===== src/rtl/pe_ctx_sequencer_pkg.sv =====
// Shared types and constants for the PE context sequencer.
// Optional feature macro: PE_CTX_PARITY_EN (per-word even parity in the context store).
package pe_ctx_sequencer_pkg;

  localparam int unsigned NUM_PE      = 4;
  localparam int unsigned NUM_CTX     = 8;
  localparam int unsigned CW_W        = 8;
  localparam int unsigned CTX_W       = $clog2(NUM_CTX);
  localparam int unsigned PE_W        = $clog2(NUM_PE);
  localparam int unsigned LOOP_W      = 4;
  localparam int unsigned SEL_W       = 3;
  localparam int unsigned ALU_W       = 2;
  localparam int unsigned DRAIN_DEPTH = 2;
  localparam int unsigned DRAIN_W     = $clog2(DRAIN_DEPTH + 1);

  typedef enum logic [1:0] {
    ST_IDLE  = 2'd0,
    ST_RUN   = 2'd1,
    ST_DRAIN = 2'd2
  } state_e;

  // Control word as seen by a PE: sel_op_0[7:5], sel_op_1[4:2], alu_op[1:0]
  typedef struct packed {
    logic [SEL_W-1:0] sel_op_0;
    logic [SEL_W-1:0] sel_op_1;
    logic [ALU_W-1:0] alu_op;
  } ctrl_word_t;

  localparam logic [ALU_W-1:0] ALU_OR  = 2'd0;
  localparam logic [ALU_W-1:0] ALU_AND = 2'd1;
  localparam logic [ALU_W-1:0] ALU_XOR = 2'd2;
  localparam logic [ALU_W-1:0] ALU_SLL = 2'd3;

  function automatic logic even_parity(input ctrl_word_t w);
    return ^w;
  endfunction

endpackage


===== src/rtl/pe_ctx_sequencer_if.sv =====
// Host/PE-side bus of the context sequencer; slave modport is the sequencer.
// Optional feature macro: PE_CTX_PARITY_EN adds par_err.
interface pe_ctx_sequencer_if
  import pe_ctx_sequencer_pkg::*;
();
  logic                     cfg_we;
  logic [CTX_W-1:0]         cfg_ctx;
  logic [PE_W-1:0]          cfg_pe;
  logic [CW_W-1:0]          cfg_data;
  logic                     cfg_err;
  logic                     start;
  logic [CTX_W-1:0]         last_ctx;
  logic [LOOP_W-1:0]        loop_cnt;
  logic                     stall;
  logic [NUM_PE*CW_W-1:0]   ctr_signals_out;
  logic                     pe_en;
  logic [CTX_W-1:0]         ctx_idx;
  logic                     busy;
  logic                     done;
`ifdef PE_CTX_PARITY_EN
  logic                     par_err;
`endif

  modport master (
    output cfg_we, cfg_ctx, cfg_pe, cfg_data, start, last_ctx, loop_cnt, stall,
    input  cfg_err, ctr_signals_out, pe_en, ctx_idx, busy, done
`ifdef PE_CTX_PARITY_EN
    , input par_err
`endif
  );

  modport slave (
    input  cfg_we, cfg_ctx, cfg_pe, cfg_data, start, last_ctx, loop_cnt, stall,
    output cfg_err, ctr_signals_out, pe_en, ctx_idx, busy, done
`ifdef PE_CTX_PARITY_EN
    , output par_err
`endif
  );

endinterface


===== src/rtl/pe_ctx_store.sv =====
// NUM_CTX x NUM_PE control-word memory: one word write port, one whole-context read port.
// Optional feature macro: PE_CTX_PARITY_EN stores and checks one even-parity bit per word.
module pe_ctx_store
  import pe_ctx_sequencer_pkg::*;
(
  input  logic                     clk_i,
  input  logic                     we_i,
  input  logic [CTX_W-1:0]         wr_ctx_i,
  input  logic [PE_W-1:0]          wr_pe_i,
  input  ctrl_word_t               wr_data_i,
  input  logic [CTX_W-1:0]         rd_ctx_i,
  output ctrl_word_t [NUM_PE-1:0]  rd_data_o
`ifdef PE_CTX_PARITY_EN
  , output logic                   rd_par_err_o
`endif
);

  // Deliberately unreset so contents survive a sequencer reset
  ctrl_word_t [NUM_PE-1:0] mem_q [NUM_CTX];

  always_ff @(posedge clk_i) begin
    if (we_i) mem_q[wr_ctx_i][wr_pe_i] <= wr_data_i;
  end

  assign rd_data_o = mem_q[rd_ctx_i];

`ifdef PE_CTX_PARITY_EN
  logic [NUM_PE-1:0] par_q [NUM_CTX];
  logic [NUM_PE-1:0] par_rd_c;

  always_ff @(posedge clk_i) begin
    if (we_i) par_q[wr_ctx_i][wr_pe_i] <= even_parity(wr_data_i);
  end

  always_comb begin
    par_rd_c = par_q[rd_ctx_i];
    rd_par_err_o = 1'b0;
    for (int p = 0; p < int'(NUM_PE); p++) begin
      if (even_parity(rd_data_o[p]) != par_rd_c[p]) rd_par_err_o = 1'b1;
    end
  end
`endif

endmodule


===== src/rtl/pe_ctx_sequencer.sv =====
// Replays stored contexts 0..last_ctx to all PEs (loop_cnt extra passes), drains, then pulses done.
// Optional feature macro: PE_CTX_PARITY_EN aborts a run on a store parity error.
module pe_ctx_sequencer
  import pe_ctx_sequencer_pkg::*;
(
  input  logic               clock,
  input  logic               reset,
  pe_ctx_sequencer_if.slave  bus
);

  state_e                   state_q, state_d;
  logic [CTX_W-1:0]         ctx_idx_q, ctx_idx_d;
  logic [CTX_W-1:0]         last_q, last_d;
  logic [LOOP_W-1:0]        loop_q, loop_d;
  logic [DRAIN_W-1:0]       drain_q, drain_d;
  ctrl_word_t [NUM_PE-1:0]  ctrl_q, ctrl_d;
  ctrl_word_t [NUM_PE-1:0]  rd_data_c;
  logic [CTX_W-1:0]         rd_ctx_c;
  logic                     pe_en_q, pe_en_d;
  logic                     busy_q, busy_d;
  logic                     done_q, done_d;
  logic                     cfg_err_q, cfg_err_d;
  logic                     wr_en_c;
  logic                     load_c;
`ifdef PE_CTX_PARITY_EN
  logic                     par_bad_c;
  logic                     par_err_q, par_err_d;
`endif

  assign wr_en_c = bus.cfg_we && !bus.start && (state_q == ST_IDLE);

  pe_ctx_store u_store (
    .clk_i     (clock),
    .we_i      (wr_en_c),
    .wr_ctx_i  (bus.cfg_ctx),
    .wr_pe_i   (bus.cfg_pe),
    .wr_data_i (ctrl_word_t'(bus.cfg_data)),
    .rd_ctx_i  (rd_ctx_c),
    .rd_data_o (rd_data_c)
`ifdef PE_CTX_PARITY_EN
    , .rd_par_err_o (par_bad_c)
`endif
  );

  // Next context to present: successor while below last_ctx, otherwise context 0
  always_comb begin
    rd_ctx_c = '0;
    if ((state_q == ST_RUN) && (ctx_idx_q < last_q)) rd_ctx_c = ctx_idx_q + CTX_W'(1);
  end

  always_comb begin
    state_d   = state_q;
    ctx_idx_d = ctx_idx_q;
    last_d    = last_q;
    loop_d    = loop_q;
    drain_d   = drain_q;
    ctrl_d    = ctrl_q;
    pe_en_d   = pe_en_q;
    busy_d    = busy_q;
    done_d    = 1'b0;
    cfg_err_d = bus.cfg_we && (bus.start || (state_q != ST_IDLE));
    load_c    = 1'b0;
`ifdef PE_CTX_PARITY_EN
    par_err_d = 1'b0;
`endif
    unique case (state_q)
      ST_IDLE: begin
        if (bus.start) begin
          last_d    = bus.last_ctx;
          loop_d    = bus.loop_cnt;
          ctx_idx_d = '0;
          ctrl_d    = rd_data_c;
          pe_en_d   = 1'b1;
          busy_d    = 1'b1;
          state_d   = ST_RUN;
        end
      end
      ST_RUN: begin
        if (!bus.stall) begin
          if (ctx_idx_q < last_q) begin
            ctx_idx_d = rd_ctx_c;
            load_c    = 1'b1;
          end else if (loop_q != '0) begin
            loop_d    = loop_q - LOOP_W'(1);
            ctx_idx_d = '0;
            load_c    = 1'b1;
          end else begin
            drain_d = DRAIN_W'(DRAIN_DEPTH);
            state_d = ST_DRAIN;
          end
          if (load_c) ctrl_d = rd_data_c;
`ifdef PE_CTX_PARITY_EN
          // Corrupt context: abandon the run without presenting it
          if (load_c && par_bad_c) begin
            ctx_idx_d = ctx_idx_q;
            ctrl_d    = ctrl_q;
            pe_en_d   = 1'b0;
            busy_d    = 1'b0;
            par_err_d = 1'b1;
            state_d   = ST_IDLE;
          end
`endif
        end
      end
      ST_DRAIN: begin
        if (!bus.stall) begin
          if (drain_q == DRAIN_W'(1)) begin
            pe_en_d = 1'b0;
            busy_d  = 1'b0;
            done_d  = 1'b1;
            state_d = ST_IDLE;
          end else begin
            drain_d = drain_q - DRAIN_W'(1);
          end
        end
      end
      default: state_d = ST_IDLE;
    endcase
  end

  always_ff @(posedge clock or posedge reset) begin
    if (reset) begin
      state_q   <= ST_IDLE;
      ctx_idx_q <= '0;
      last_q    <= '0;
      loop_q    <= '0;
      drain_q   <= '0;
      ctrl_q    <= '0;
      pe_en_q   <= 1'b0;
      busy_q    <= 1'b0;
      done_q    <= 1'b0;
      cfg_err_q <= 1'b0;
`ifdef PE_CTX_PARITY_EN
      par_err_q <= 1'b0;
`endif
    end else begin
      state_q   <= state_d;
      ctx_idx_q <= ctx_idx_d;
      last_q    <= last_d;
      loop_q    <= loop_d;
      drain_q   <= drain_d;
      ctrl_q    <= ctrl_d;
      pe_en_q   <= pe_en_d;
      busy_q    <= busy_d;
      done_q    <= done_d;
      cfg_err_q <= cfg_err_d;
`ifdef PE_CTX_PARITY_EN
      par_err_q <= par_err_d;
`endif
    end
  end

  // Stall gates the enable immediately; the registered value resumes after it
  assign bus.pe_en           = pe_en_q && !bus.stall;
  assign bus.ctr_signals_out = ctrl_q;
  assign bus.ctx_idx         = ctx_idx_q;
  assign bus.busy            = busy_q;
  assign bus.done            = done_q;
  assign bus.cfg_err         = cfg_err_q;
`ifdef PE_CTX_PARITY_EN
  assign bus.par_err         = par_err_q;
`endif

endmodule

===== src/flat_wrapper.sv =====
// flat-port wrapper written by rule: the top's interface ports become plain ports
module pe_ctx_sequencer_flat import pe_ctx_sequencer_pkg::*;
  (clock, reset, bus_cfg_we, bus_cfg_ctx, bus_cfg_pe, bus_cfg_data, bus_start, bus_last_ctx, bus_loop_cnt, bus_stall, bus_cfg_err, bus_ctr_signals_out, bus_pe_en, bus_ctx_idx, bus_busy, bus_done);
  pe_ctx_sequencer_if bus_i ();
  input  logic clock;
  input  logic reset;
  input wire logic [$bits(bus_i.cfg_we)-1:0] bus_cfg_we;
  input wire logic [$bits(bus_i.cfg_ctx)-1:0] bus_cfg_ctx;
  input wire logic [$bits(bus_i.cfg_pe)-1:0] bus_cfg_pe;
  input wire logic [$bits(bus_i.cfg_data)-1:0] bus_cfg_data;
  input wire logic [$bits(bus_i.start)-1:0] bus_start;
  input wire logic [$bits(bus_i.last_ctx)-1:0] bus_last_ctx;
  input wire logic [$bits(bus_i.loop_cnt)-1:0] bus_loop_cnt;
  input wire logic [$bits(bus_i.stall)-1:0] bus_stall;
  output wire logic [$bits(bus_i.cfg_err)-1:0] bus_cfg_err;
  output wire logic [$bits(bus_i.ctr_signals_out)-1:0] bus_ctr_signals_out;
  output wire logic [$bits(bus_i.pe_en)-1:0] bus_pe_en;
  output wire logic [$bits(bus_i.ctx_idx)-1:0] bus_ctx_idx;
  output wire logic [$bits(bus_i.busy)-1:0] bus_busy;
  output wire logic [$bits(bus_i.done)-1:0] bus_done;
  assign bus_i.cfg_we = bus_cfg_we;
  assign bus_i.cfg_ctx = bus_cfg_ctx;
  assign bus_i.cfg_pe = bus_cfg_pe;
  assign bus_i.cfg_data = bus_cfg_data;
  assign bus_i.start = bus_start;
  assign bus_i.last_ctx = bus_last_ctx;
  assign bus_i.loop_cnt = bus_loop_cnt;
  assign bus_i.stall = bus_stall;
  assign bus_cfg_err = bus_i.cfg_err;
  assign bus_ctr_signals_out = bus_i.ctr_signals_out;
  assign bus_pe_en = bus_i.pe_en;
  assign bus_ctx_idx = bus_i.ctx_idx;
  assign bus_busy = bus_i.busy;
  assign bus_done = bus_i.done;
  pe_ctx_sequencer u_core (.clock(clock), .reset(reset), .bus(bus_i));
endmodule

===== config.mk =====
export PLATFORM = sky130hd
export DESIGN_NAME = pe_ctx_sequencer_flat
export DESIGN_NICKNAME = d
export VERILOG_FILES = /design/src/rtl/pe_ctx_sequencer_pkg.sv /design/src/rtl/pe_ctx_sequencer_if.sv /design/src/rtl/pe_ctx_store.sv /design/src/rtl/pe_ctx_sequencer.sv /design/src/flat_wrapper.sv
export SDC_FILE = /design/constraint.sdc
export NUM_CORES = 1
export LEC_CHECK = 0
export ABC_CLOCK_PERIOD_IN_PS = 3400
export BUFFER_PORTS_ARGS = -buffer_cell sky130_fd_sc_hd__clkbuf_2
export CELL_PAD_IN_SITES_DETAIL_PLACEMENT = 1
export CELL_PAD_IN_SITES_GLOBAL_PLACEMENT = 1
export CORE_UTILIZATION = 55
export DETAILED_ROUTE_END_ITERATION = 8
export PLACE_DENSITY = 0.9
export SLEW_MARGIN = 20
export SYNTH_ARGS = -nofsm -noshare
export SYNTH_HDL_FRONTEND = slang
export SYNTH_SLANG_ARGS = --single-unit

===== constraint.sdc =====
create_clock -name clock -period 3.4 [get_ports clock]
set_input_delay 0.17 -clock clock [delete_from_list [all_inputs] [get_ports clock]]
set_output_delay 0.17 -clock clock [all_outputs]
set_load 0.02 [all_outputs]

== Word-level counts from Yosys, hierarchy flattened ==
Memories as Yosys holds them, arrays and structs flattened.
Index checks and enable logic that the tools add are counted.
Cells by class
  $lt $le $gt $ge: 3
  multiplexer cells: 40
  equal/unequal tests: 13
  reductions and logical operators: 22
  add/sub/neg operators: 3
Operator list (number)
  two-way mux 32 bit: 4
  case mux 32 bit (2 select lines): 1
  demux 8 bit (select 2 bit): 1
  two-way mux 2 bit: 8
  two-way mux 4 bit: 4
  != test 2 bit, second input constant: 8
  two-way mux 3 bit: 5
  AND reduction 4 bit: 3
  AND reduction 6 bit: 2
  two-way mux 1 bit: 11
  two-way mux 8 bit: 1
  case mux 4 bit (2 select lines): 1
  nonzero test 2 bit: 4
  logical AND 1 bit: 6
  case mux 2 bit (3 select lines): 1
  case mux 3 bit (2 select lines): 1
  AND reduction 5 bit: 1
  == test 2 x 1 -> 1 bit, second input constant: 2
  case mux 2 bit (2 select lines): 1
  nonzero test 4 bit: 1
  subtractor 4 x 1 -> 4 bit, second input constant: 1
  adder 3 x 1 -> 3 bit, second input constant: 1
  less-than comparator 2 x 3 -> 1 bit, second input constant: 1
  less-than comparator 3 bit: 1
  other kinds (10): 11
Word-level totals
  RAM bits: 256
  memories kept: 1
  bits of input ports: 25
  bits in registers: 49
  logic and storage cells: 102
  output and inout port bits: 39
Memories
  u_core.u_store.mem_q: depth 8, width 32, rd ports 1, clocked after Yosys merged registers in 0, wr ports 1, RTL line pe_ctx_store.sv:19  | ctrl_word_t [NUM_PE-1:0] mem_q [NUM_CTX];

== Logic depth before layout (Yosys ltp) ==
  word-level depth: 8
  mapped depth: 9
  gate-level depth less buffers: 7

== Hierarchy ==
From an unflattened synthesis, not the netlist that was laid out.
Second synthesis, totals
  cells, all modules: 585
  area, all modules: 12276.8 um^2
Modules (own cells, without submodules)
  pe_ctx_store: cells an instance 415, times used 1, area each 9979.6 um^2, sequential area each 7687.4 um^2
  pe_ctx_sequencer: cells an instance 170, times used 1, area each 2297.2 um^2, sequential area each 1226.2 um^2

== Worst setup path after synthesis ==
No wires, ideal clock.
  path type: register to register
  start: reg u_core.ctx_idx_q[2], in the netlist u_core.bus.ctx_idx[2]
  end: reg u_core.ctrl_q, in the netlist u_core.bus.ctr_signals_out[10]
  buffers on the path: 1
  path slack: 1.129 ns
  setup time: 0.087 ns
  data arrival time: 2.185 ns
  stages on the path, launching flop included: 8
  cell sequence: dfrtp_1 > ha_1 > a21o_1 > a21oi_4 > mux2i_1 > clkbuf_1 > o311ai_0 > o211ai_1
On the way
  word-level cells in the longest chain between the ends: 7
  elaborated cells on any way between the ends: 14
Ends and longest elaborated chain
  start: declaration: RTL line pe_ctx_sequencer.sv:12  | logic [CTX_W-1:0] ctx_idx_q, ctx_idx_d;
  start signal: assignment: RTL line pe_ctx_sequencer.sv:138  | ctx_idx_q <= ctx_idx_d;
  less-than comparator 3 bit: RTL line pe_ctx_sequencer.sv:48, pe_ctx_sequencer.sv:80
  logical AND 1 bit: RTL line pe_ctx_sequencer.sv:48  | if ((state_q == ST_RUN) && (ctx_idx_q < last_q)) rd_ctx_c = ctx_idx_q + CTX_W'(1);
  two-way mux 3 bit: RTL line pe_ctx_sequencer.sv:48
  memory read (8 x 32 bit)
  two-way mux 32 bit: RTL line pe_ctx_sequencer.sv:91  | if (load_c) ctrl_d = rd_data_c;
  two-way mux 32 bit: RTL line pe_ctx_sequencer.sv:79  | if (!bus.stall) begin
  case mux 32 bit (2 select lines): RTL line pe_ctx_sequencer.sv:66  | unique case (state_q)
  end signal: assignment: RTL line pe_ctx_sequencer.sv:142  | ctrl_q <= ctrl_d;
  end: declaration: RTL line pe_ctx_sequencer.sv:16  | ctrl_word_t [NUM_PE-1:0] ctrl_q, ctrl_d;
Several ways; a longest one is shown, not always the timed one. The select of a mux whose other input is x is not followed.
A chain may end at the register's enable or synchronous reset.

== Worst setup path after layout ==
  start: reg u_core.state_q[0]
  end: mem u_core.u_store.mem_q[6][3] in the netlist's numbering (enable)
On the way
  word-level cells in the longest chain between the ends: 4
Ends and longest elaborated chain
  start: declaration: RTL line pe_ctx_sequencer.sv:11  | state_e state_q, state_d;
  start signal: assignment: RTL line pe_ctx_sequencer.sv:137  | state_q <= state_d;
  zero test 2 bit: RTL line pe_ctx_sequencer.sv:30  | assign wr_en_c = bus.cfg_we && !bus.start && (state_q == ST_IDLE);
  logical AND 1 bit: RTL line pe_ctx_sequencer.sv:30
  two-way mux 1 bit: RTL line pe_ctx_store.sv:22  | if (we_i) mem_q[wr_ctx_i][wr_pe_i] <= wr_data_i;
  two-way mux 32 bit (implied by the code): RTL line pe_ctx_store.sv:22
  end: declaration: RTL line pe_ctx_store.sv:19
Every way passes these cells.

==> metrics.log <==
[metrics] status: complete, no violations
[metrics] clock tree from TritonCTS: done
[metrics] number of buffers added for setup after CTS: 0
[metrics] Final Max Slew Viols: 0
[metrics] portion of the post-synthesis area used by sequential elements: 0.7230
[metrics] number of global-route vias before repair: 8684
[metrics] top area cells in the synthesized netlist: edfxtp_1 (62%), dfrtp_1 (9.9%), mux2i_1 (5.0%), nand2_1 (3.2%), nor2_1 (2.1%)
[metrics] Post-layout nets: 952
[metrics] Clk Tree Root Cell: clkbuf_16
[metrics] Cell Rows: 54
[metrics] remaining number of nets flagged by the antenna check after routing: 0
[metrics] critical path peak fanout: 16
[metrics] total number of H-tree levels: 1
[metrics] Final Hold Viols: 0
[metrics] cell accounting for the most synthesized area: edfxtp_1
[metrics] ratio of cells with drive above 1 in the final layout: 0.1512
[metrics] CTS Buf Count: 30
[metrics] final worst path period share: 0.8627
[metrics] Post-Syn Area: 0.01233 sq mm
[metrics] Vias/cell: 6.725
[metrics] global-route wire length before repair: 55.31 mm
[metrics] FFs w/ async S/R, synth: 0.1607
[metrics] Clock Path Buffers: 3
[metrics] worst slack on hold paths: 0.02629 ns
[metrics] number of storage elements in the synthesis netlist: 305
[metrics] antenna cell count: 0
[metrics] total routing usage reported by global routing: 0.3360
[metrics] Worst EP required: 3.59 ns
[metrics] cell types with the highest counts after synthesis: edfxtp_1 (256), nand2_1 (104), nor2_1 (68)
[metrics] start point of the worst hold path: bus_stall
[metrics] count of non-filler cells in the finished layout: 1226
[metrics] instance area at placement: 0.01297 sq mm
[metrics] critical path start-end classification: flip-flop to flip-flop
[metrics] Total Routed Length: 37.22 mm
[metrics] beginning of the critical path: u_core.state_q[0]
[metrics] die boundary height: 151.7 microns
[metrics] post-detailed-route wirelength per cell: 30.36 microns
[metrics] Resized Gates After CTS: 0
[metrics] worst min-delay path category: primary input to flip-flop
[metrics] number of synthesized flops with an enable pin: 256
[metrics] Total Die Area: 0.02302 sq mm
[metrics] Clk Latency, worst-skew pair: 0.56 ns
[metrics] synthesized area divided by synthesized cell count: 14.56 sq um
[metrics] Design Power: 12210 uW
[metrics] Buffers on Ports: 63
[metrics] Yosys warning count: 0
[metrics] # clock sinks: 305
[metrics] grt ovf: 0
[metrics] peak supply drop: 0.6211 mV
[metrics] gpl congestion: 0.8138
[metrics] final number of setup-violating endpoints: 0
[metrics] Worst Tran Pin Value: 1.043 ns
[metrics] number of maximum-capacitance constraint violations: 0
[metrics] Mapped Cells: 847
[metrics] total iterations of the first detailed-routing run: 5
[metrics] number of primary I/O pins: 64
[metrics] total instance count after detailed placement: 1161
[metrics] setup skew after layout: 0.01698 ns
[metrics] post-synth top area share: 0.6235
[metrics] shortest clock period the worst path allows after layout: 2.933 ns
[metrics] maximum clock frequency: 340.9 MHz
[metrics] violation count after the first detailed-route iteration: 842
[metrics] startpoint type of the worst setup path: flip-flop
[metrics] P&R area growth vs syn: 13.47%
[metrics] static leakage: 0.004734 uW
[metrics] RSZ-0062 raised after global routing: no
[metrics] antenna violations before repair: 1
[metrics] maximum number of pins on one net before global-route repair: 52
[metrics] dominant synthesized flop cell: edfxtp_1
[metrics] sort of element at the end of the critical path: flip-flop
[metrics] core footprint: 0.02189 sq mm
[metrics] Non-Filler Cell Area, Final: 0.01399 sq mm
[metrics] final setup TNS: 0 ns
[metrics] number of vias in the routed layout: 8245
[metrics] Worst Path Arrival: 3.12 ns
[metrics] source of the worst register-to-register timing path: u_core.state_q[0]
[metrics] most repeated cell in the gate-level netlist after synthesis: edfxtp_1
[metrics] areal power density over the cells: 873.0 mW/mm^2
[metrics] post-synthesis cell type count: 57
[metrics] headroom to the max-slew limit: 0.3049
[metrics] HPWL reported at the end of detailed placement: 22.19 mm
[metrics] initial core utilization: 0.5632
[metrics] Post-Syn Nets: 877
[metrics] overall die width: 151.7 microns
[metrics] clock transition time at the flip-flop clock pins of the worst setup and hold paths: 0.06 ns
[metrics] remaining routing DRC violations: 0
[per-stage QoR]
stage / worst slack, ns / utilization
detailed placement: 0.5450 / 0.5927
global placement: 0.7171 / 0.5927
CTS: 0.4937 / 0.6391
floorplan: 1.129 / -
finish: 0.4669 / 0.6391
global route: 0.3310 / 0.6391
[layout make-up]
class	instances	area (sq um)
Sequential cell	305	8917
Tap cell	280	350.3
Inverter	11	41.29
Clock inverter	10	43.79
Timing Repair Buffer	93	600.6
Clock buffer	46	882.1
Fill cell	2058	7901
Multi-Input combinational cell	481	3154
[state kept, by name (all words and copies together), names as in the netlist]
signal	cells
u_core.bus.cfg_err	1
u_core.bus.ctr_signals_out	32
u_core.bus.ctx_idx	3
u_core.bus.done	1
u_core.drain_q	2
u_core.last_q	3
u_core.loop_q	4
u_core.pe_en_q	1
u_core.state_q	2
u_core.u_store.mem_q	256
[path summary, 6_finish.rpt]
path,to,slack (ns),cells past startpoint
min in group asynchronous,u_core.last_q[1],0.36,3
setup / recovery,u_core.u_store.mem_q[6][3],0.47,4
hold reg to reg,u_core.bus.ctr_signals_out[22],0.52,2
setup reg to reg,u_core.u_store.mem_q[6][3],0.47,4
hold / removal,u_core.drain_q[1],0.03,2
max in group asynchronous,u_core.bus.ctr_signals_out[26],2.23,4
[worst max-delay path, cell delays in order (launching register included)]
cell	delay, ns
dfrtp_1	0.57
nor3_1	0.58
nand2_1	0.16
or3_1	0.54
nor2_1	0.71
[power by group]
part	switching, uW	leakage, uW	total [uW]	internal (uW)
clock	1390	0.000457	3160	1770
sequential	313	0.00290	4680	4360
combinational	3020	0.00137	4370	1350
[repair_timing]
item                                    in CTS  in global routing
hold buffers                                 9                  0
endpoints found under the hold margin       41                  0
endpoints found under the setup margin       0                  0
[cell usage in the layout (no fill, tap or decap), types with 3 or more instances in the layout]
cell type,netlist,routed
a21boi_0,22,22
a21boi_1,5,5
a21oi_1,9,9
buf_12,0,3
buf_4,2,18
clkbuf_1,18,10
clkbuf_16,0,31
clkbuf_2,0,63
clkbuf_8,0,5
clkinv_1,0,5
clkinv_2,0,5
dfrtp_1,49,48
dlygate4sd3_1,0,9
edfxtp_1,256,256
ha_1,5,4
inv_1,11,10
mux2_2,5,5
mux2i_1,62,61
nand2_1,104,104
nand2b_1,4,4
nand3_1,4,4
nand3b_1,5,5
nand4_1,6,6
nor2_1,68,68
nor2b_1,3,3
nor3_1,3,3
nor3b_1,29,29
o2111ai_1,5,5
o211ai_1,29,29
o21ai_0,8,8
o21ai_1,3,3
o221ai_1,4,4
o22ai_1,31,31
o311ai_0,16,16
o311ai_1,11,11
or3_1,7,7
[kinds of logic after synthesis]
group	count (synthesis)	share of synthesized area
muxes	67	0.05490
and+or+nand+nor	247	0.09590
adders and majority gates	5	0.005074
DFF	305	0.7230
xor gates and xnor gates	2	0.001421
AOI/OAI and AO/OA	160	0.09681
buffers and inverters	61	0.02293
[metal layers]
layer / part of all wire / up-vias / track usage / wire [microns]
met3: 0.094 / 126 / 0.06677 / 3508
met5: 0.00035 / - / 0 / 13
li1: - / 3381 / - / -
met1: 0.37 / 4172 / 0.4263 / 13610
met2: 0.50 / 564 / 0.5645 / 18630
met4: 0.039 / 2 / 0.1411 / 1462
(Power assumes the default switching activity.)
